**src/rtl/regfile_gp.sv**
```systemverilog
// regfile_gp -- general-purpose register file with an in-flight write scoreboard.
//
// Two combinational read ports feed operand fetch; one write port comes from
// write-back. Each register has a saturating pending-write counter: issue
// claims a target register, and the write-back write retires that claim. The
// busy flags let issue stall on RAW hazards.
//
// Ports:
//   iw_clk, iw_rst            clock; asynchronous active-high reset
//   iw_read_addr1/2           read indices
//   ow_read_data1/2           read data
//   ow_busy1/2                register at the read index has a pending write
//   iw_write_addr/data/enable write-back write port (also retires a claim)
//   iw_claim_addr/enable      issue claims a target register
//   ow_claim_ok               claim can be accepted (counter not saturated)
//   ow_err                    sticky: claim on saturated counter, or write at count 0
//
// Optional feature macro: REGFILE_BYPASS_EN
//   defined   -> same-cycle write data is forwarded to matching read ports, and
//                busy drops in the cycle the last outstanding claim retires.
//   undefined -> reads and busy come only from registered state.

`ifndef SIZE_TGT_GP
`define SIZE_TGT_GP 4
`endif
`ifndef SIZE_DATA
`define SIZE_DATA 16
`endif

// One pending-write counter. inc/dec in the same cycle cancel out, which is
// why that case never raises an error even at 0 or max.
module regfile_gp_entry #(
    parameter int PEND_BITS = 2
) (
    input  logic                 iw_clk,
    input  logic                 iw_rst,
    input  logic                 inc_i,
    input  logic                 dec_i,
    output logic [PEND_BITS-1:0] cnt_o,
    output logic                 err_o
);
    localparam logic [PEND_BITS-1:0] CNT_MAX = '1;

    logic [PEND_BITS-1:0] cnt_q, cnt_d;

    always_comb begin
        cnt_d = cnt_q;
        err_o = 1'b0;
        if (inc_i && !dec_i) begin
            if (cnt_q != CNT_MAX) cnt_d = cnt_q + 1'b1;
            else                  err_o = 1'b1;
        end else if (dec_i && !inc_i) begin
            if (cnt_q != '0) cnt_d = cnt_q - 1'b1;
            else             err_o = 1'b1;
        end
    end

    always_ff @(posedge iw_clk or posedge iw_rst) begin
        if (iw_rst) cnt_q <= '0;
        else        cnt_q <= cnt_d;
    end

    assign cnt_o = cnt_q;
endmodule

module regfile_gp #(
    parameter int PEND_BITS = 2,
    parameter int NUM_REGS  = 2**`SIZE_TGT_GP
) (
    input  logic                    iw_clk,
    input  logic                    iw_rst,
    input  logic [`SIZE_TGT_GP-1:0] iw_read_addr1,
    output logic [`SIZE_DATA-1:0]   ow_read_data1,
    output logic                    ow_busy1,
    input  logic [`SIZE_TGT_GP-1:0] iw_read_addr2,
    output logic [`SIZE_DATA-1:0]   ow_read_data2,
    output logic                    ow_busy2,
    input  logic [`SIZE_TGT_GP-1:0] iw_write_addr,
    input  logic [`SIZE_DATA-1:0]   iw_write_data,
    input  logic                    iw_write_enable,
    input  logic [`SIZE_TGT_GP-1:0] iw_claim_addr,
    input  logic                    iw_claim_enable,
    output logic                    ow_claim_ok,
    output logic                    ow_err
);
    localparam logic [PEND_BITS-1:0] CNT_MAX = '1;

    logic [NUM_REGS-1:0][`SIZE_DATA-1:0] mem_q;
    logic [NUM_REGS-1:0][PEND_BITS-1:0]  cnt;
    logic [NUM_REGS-1:0]                 ent_err;
    logic                                err_q, err_d;

    // Per-register scoreboard counters.
    for (genvar r = 0; r < NUM_REGS; r++) begin : g_ent
        regfile_gp_entry #(.PEND_BITS(PEND_BITS)) u_ent (
            .iw_clk (iw_clk),
            .iw_rst (iw_rst),
            .inc_i  (iw_claim_enable && (iw_claim_addr == `SIZE_TGT_GP'(r))),
            .dec_i  (iw_write_enable && (iw_write_addr == `SIZE_TGT_GP'(r))),
            .cnt_o  (cnt[r]),
            .err_o  (ent_err[r])
        );
    end

    // Data array: the write lands regardless of the counter state.
    always_ff @(posedge iw_clk or posedge iw_rst) begin
        if (iw_rst) begin
            mem_q <= '0;
        end else if (iw_write_enable) begin
            mem_q[iw_write_addr] <= iw_write_data;
        end
    end

    assign err_d = err_q | (|ent_err);

    always_ff @(posedge iw_clk or posedge iw_rst) begin
        if (iw_rst) err_q <= 1'b0;
        else        err_q <= err_d;
    end

    assign ow_err = err_q;

    // A same-cycle write to the claimed register frees a slot, so saturation
    // does not block that claim.
    assign ow_claim_ok = (cnt[iw_claim_addr] != CNT_MAX) ||
                         (iw_write_enable && (iw_write_addr == iw_claim_addr));

`ifdef REGFILE_BYPASS_EN
    logic wr_hit1, wr_hit2;
    logic retire1, retire2;

    assign wr_hit1 = iw_write_enable && (iw_write_addr == iw_read_addr1);
    assign wr_hit2 = iw_write_enable && (iw_write_addr == iw_read_addr2);

    // Busy drops early only when this write retires the last claim and no
    // new claim to the same register arrives in the same cycle.
    assign retire1 = wr_hit1 && (cnt[iw_read_addr1] == PEND_BITS'(1)) &&
                     !(iw_claim_enable && (iw_claim_addr == iw_read_addr1));
    assign retire2 = wr_hit2 && (cnt[iw_read_addr2] == PEND_BITS'(1)) &&
                     !(iw_claim_enable && (iw_claim_addr == iw_read_addr2));

    assign ow_read_data1 = wr_hit1 ? iw_write_data : mem_q[iw_read_addr1];
    assign ow_read_data2 = wr_hit2 ? iw_write_data : mem_q[iw_read_addr2];
    assign ow_busy1      = (cnt[iw_read_addr1] != '0) && !retire1;
    assign ow_busy2      = (cnt[iw_read_addr2] != '0) && !retire2;
`else
    assign ow_read_data1 = mem_q[iw_read_addr1];
    assign ow_read_data2 = mem_q[iw_read_addr2];
    assign ow_busy1      = (cnt[iw_read_addr1] != '0);
    assign ow_busy2      = (cnt[iw_read_addr2] != '0);
`endif
endmodule

```
**config.mk**
```make
export PLATFORM = sky130hd
export DESIGN_NAME = regfile_gp
export DESIGN_NICKNAME = d
export VERILOG_FILES = /design/src/rtl/regfile_gp.sv
export SDC_FILE = /design/constraint.sdc
export NUM_CORES = 1
export LEC_CHECK = 0
export CELL_PAD_IN_SITES_DETAIL_PLACEMENT = 1
export CELL_PAD_IN_SITES_GLOBAL_PLACEMENT = 2
export CORE_MARGIN = 3
export CORE_UTILIZATION = 40
export DETAILED_ROUTE_END_ITERATION = 8
export PLACE_DENSITY_LB_ADDON = 0.08
export SYNTH_ARGS = -nofsm -noshare
export SYNTH_HDL_FRONTEND = slang
export SYNTH_SLANG_ARGS = --single-unit
```
**constraint.sdc**
```tcl
create_clock -name iw_clk -period 13.9 [get_ports iw_clk]
set_input_delay 2.78 -clock iw_clk [delete_from_list [all_inputs] [get_ports iw_clk]]
set_output_delay 2.78 -clock iw_clk [all_outputs]
set_load 0.05 [all_outputs]
```
==> run summary <==
The run finished with clean final reports. For this block, the routed nets add up to approximately 52 mm of wire. The total negative slack came out at 0 ns. The remaining routing DRC violations is 0. The max-slew violation total from the final report is 0.

The share of synthesized area occupied by flip-flops and latches came out at 0.444. The initial standard-cell utilization of the core is 0.407. The fraction of final layout cells sized beyond drive strength 1 is 0.359. The top cell types in the final layout, fill and taps aside, are 289 x sky130_fd_sc_hd__dfrtp_1, 257 x sky130_fd_sc_hd__nand2_1, 193 x sky130_fd_sc_hd__mux2_2, 170 x sky130_fd_sc_hd__mux4_2, 65 x sky130_fd_sc_hd__clkdlybuf4s50_1.

The first global-routing pass estimated slightly below 80 mm of wire. The worst setup path is of the in2out kind. The worst setup path is launched from an input port. The clock tree root buffer cell is sky130_fd_sc_hd__clkbuf_16. The synthesized instance count is 1268. The transition at the pin with the smallest max-transition slack is between 1 and 1.5 ns. The register-to-register setup slack is roughly 12 ns.

The smallest hold slack is 0.505 ns. The antenna cell count is 0. The total number of vias is ~11000. The area enclosed by the die boundary is roughly 0.043 mm². Across the VDD grid, the largest voltage drop is 94.2 µV.

In this run the top signal layer used is met5. For this design, the CTS-stage hold fixing added 0 buffers. TritonCTS built the clock tree. Summing every instance area after synthesis gives 0.0163 mm².

The via count of the first global-routing pass is 12200. The count of distinct cell types in the synthesized netlist is 51. The data required time of the worst path came out at 11.12 ns. The slowest stage of the critical path belongs to the cell sky130_fd_sc_hd__clkdlybuf4s50_1. The TritonCTS buffer count came out at 37. The worst register-to-register path begins at g_ent[0].u_ent.cnt_o[1]$_DFFE_PP0P_. After floorplanning, the core was sized to cover 0.0400 mm². In the final design database the tool counted approximately 1300 nets. The worst path in the final design needs a cycle of 8.83 ns, including I/O delays and setup.

The Yosys warning count came out at 0. The maximum clock insertion buffer count is 3. The number of fill cells in the layout came out at between 4000 and 5000. The die boundary height came out at between 200 and 250 µm.

The detail route stage leaves a number of antenna-violating nets equal to 0. For the worst setup path, the data arrival time is roughly 6.1 ns. The deepest level of the CTS H-tree came out at 2. The worst clock skew is approximately 0.013 ns. The count of buffer and inverter cells on the critical path is 4. The final number of hold-violating endpoints is 0.

For this run the aggregate overflow at the end of global routing stands at 0. The most common library cell in the layout ignoring fill and taps is sky130_fd_sc_hd__dfrtp_1. The initialized floorplan defines 73 standard-cell rows. The worst hold endpoint is mem_q[70]$_DFFE_PP0P_.

The area added between synthesis and finish came out at 14.1%. The vias per cell is roughly 6. Setup violations remaining at the end of the flow were counted as 0. The met1 wire length came out at around 24 mm. The final core utilization is 0.465.

The final routed wire length divided by cell count came out at 27.8 µm. The leakage power summed over all cells is between 7 and 8 nW. The number of nets in the synthesized netlist is approximately 1300. The top-level port count came out at 72. In this run the most critical hold path is launched from mem_q[70]$_DFFE_PP0P_.

The latest clock arrival within the worst-skew pair is between 0.5 and 0.6 ns. STA classifies the critical path endpoint as an output pin. The ratio of final minimum period to clock period came out at 0.635. The count of max-cap constraint violations is 0.

The initial detailed-routing violation count came out at about 850. The signal on the critical path passes through buf_4, buf_4, mux4_2, mux4_2, inv_1, clkdlybuf4s50_1. The synthesized design contains 0 enable-type register cells.

Setup repair after global routing left no endpoint under its margin. The maximum fanout along the worst path is roughly 40. The width of the die is about 210 µm. In this run the worst hold path is classified as reg2reg. In this run the tool buffered the top-level ports with 71 buffer cells. The worst hold path was traced through 2 stages.

The pin count of the biggest net entering global routing came out at ~160. In this design, the largest share of critical-path delay is due to buffers and inverters. The cell area power density is between 150 and 200 mW/mm².

The peak per-stage delay on the critical path came out at 0.80 ns. The number of cells on the worst reg-to-reg path came out at 5. The congestion estimate from routability-driven global placement came to between 0.8 and 0.9. The global-route total usage across every layer came out at 0.242. After clock tree synthesis, the clock-pin slew on the worst setup and hold paths is ~0.06 ns. The capture instance of the worst register-to-register path is ow_err$_DFF_PP0_. The post-DP HPWL came out at 30.6 mm. The number of sinks handled by clock tree synthesis is just under 300. The number of gates resized after CTS is 0.

Summed over all nets, wire length on met2 after detailed routing comes to 24.8 mm. The post-CTS setup-driven buffer insertion count is 0. Based on the critical path, the design can be clocked at up to roughly 0.11 GHz. The average cell area after synthesis came out at 12.8 µm². The fraction of registers with async set or reset after synthesis came out at 1.00. Measured against its own limit, the worst slew margin works out to 0.241. The met3 routed wirelength came out at 1.96 mm. The most used flip-flop cell after synthesis is sky130_fd_sc_hd__dfrtp_1. The number of search-and-repair iterations in the first detailed-routing pass came out at 5. The number of antenna violations at the first check in global routing is 1. The total of flip-flops plus latches after synthesis is between 200 and 300.
cells by family after synthesis:
| family | count (synthesis) | share of synthesized area |
|---|---|---|
| AO/OA/AOI/OAI | 120 | 0.0479 |
| XOR/XNOR | 4 | 0.00215 |
| buffers and inverters | 112 | 0.0329 |
| flip-flops | 289 | 0.444 |
| multiplexers | 363 | 0.368 |
| AND/OR/NAND/NOR | 380 | 0.105 |
worst register-to-register path: cells and delay by family, from the launching register on:
family | cells | cell delay, ns
simple gates | 2 | 0.23
compound gates | 3 | 0.93
flops | 1 | 0.46
final cells by class:
cell class | count | area [µm²] | area share
Sequential cell | 289 | 7230 | 0.389
Tap cell | 525 | 657 | 0.0353
Inverter | 10 | 45.0 | 0.00242
Multi-Input combinational cell | 867 | 8530 | 0.459
Timing Repair Buffer | 96 | 891 | 0.0479
Clock inverter | 12 | 149 | 0.00801
Clock buffer | 53 | 1080 | 0.0580
power by group:
part	switching [W]	internal (W)
logic	0.000348	0.000397
registers	0.000158	0.00103
clock network	0.000381	0.000594
total	0.000887	0.00202
sequential cells by signal, indices dropped and copies added, names as in the netlist:
signal	cells
mem_q	256
g_ent.u_ent.cnt_o	32
ow_err	1
cell usage after synthesis (all sizes together), types with 5 or more instances:
| library cell | count | area, µm² |
|---|---|---|
| and3 | 7 | 43.8 |
| nand2 | 257 | 965 |
| nor2 | 49 | 231 |
| nand3 | 14 | 70.1 |
| dfrtp | 289 | 7230 |
| o2111ai | 9 | 78.8 |
| or2 | 5 | 31.3 |
| buf | 69 | 375 |
| a211oi | 18 | 135 |
| o21ai | 34 | 170 |
| o211ai | 7 | 52.6 |
| nor3 | 10 | 50.1 |
| mux4 | 170 | 3830 |
| mux2 | 193 | 2170 |
| clkbuf | 33 | 124 |
| a21oi | 27 | 135 |
| and3b | 5 | 43.8 |
| inv | 10 | 37.5 |
| and2 | 9 | 56.3 |
| a211o | 5 | 43.8 |
metrics by stage:
step	total power, W	cells	instance area (µm²)	setup slack, ns
finish	0.00291	1852	18600	5.07
global route	0.00306	1852	18600	4.87
CTS	0.00295	1852	18600	5.00
detailed placement	0.00195	1787	17400	5.01
global placement	0.00192	1787	17400	5.00
floorplan	0.00173	1268	16300	3.14
worst max-delay path by stage:
stage	startpoint	endpoint	slack (ns)	cells after the start
detailed placement	iw_read_addr1[0]	ow_busy1	5.01	6
CTS	iw_read_addr1[0]	ow_busy1	5.00	6
finish	iw_read_addr1[0]	ow_busy1	5.07	6
floorplan	iw_rst	g_ent[0].u_ent.cnt_o[0]$_DFFE_PP0P_	3.14	1
global placement	iw_read_addr1[0]	ow_busy1	5.00	6
global route	iw_read_addr1[0]	ow_busy1	4.87	6
routing by layer:
metal,track usage,vias up
li1,-,4796
met1,0.339,6077
met2,0.395,221
met3,0.0382,68
met4,0.0674,2
met5,0,-
Note: power is estimated with default switching activity, not from simulation.
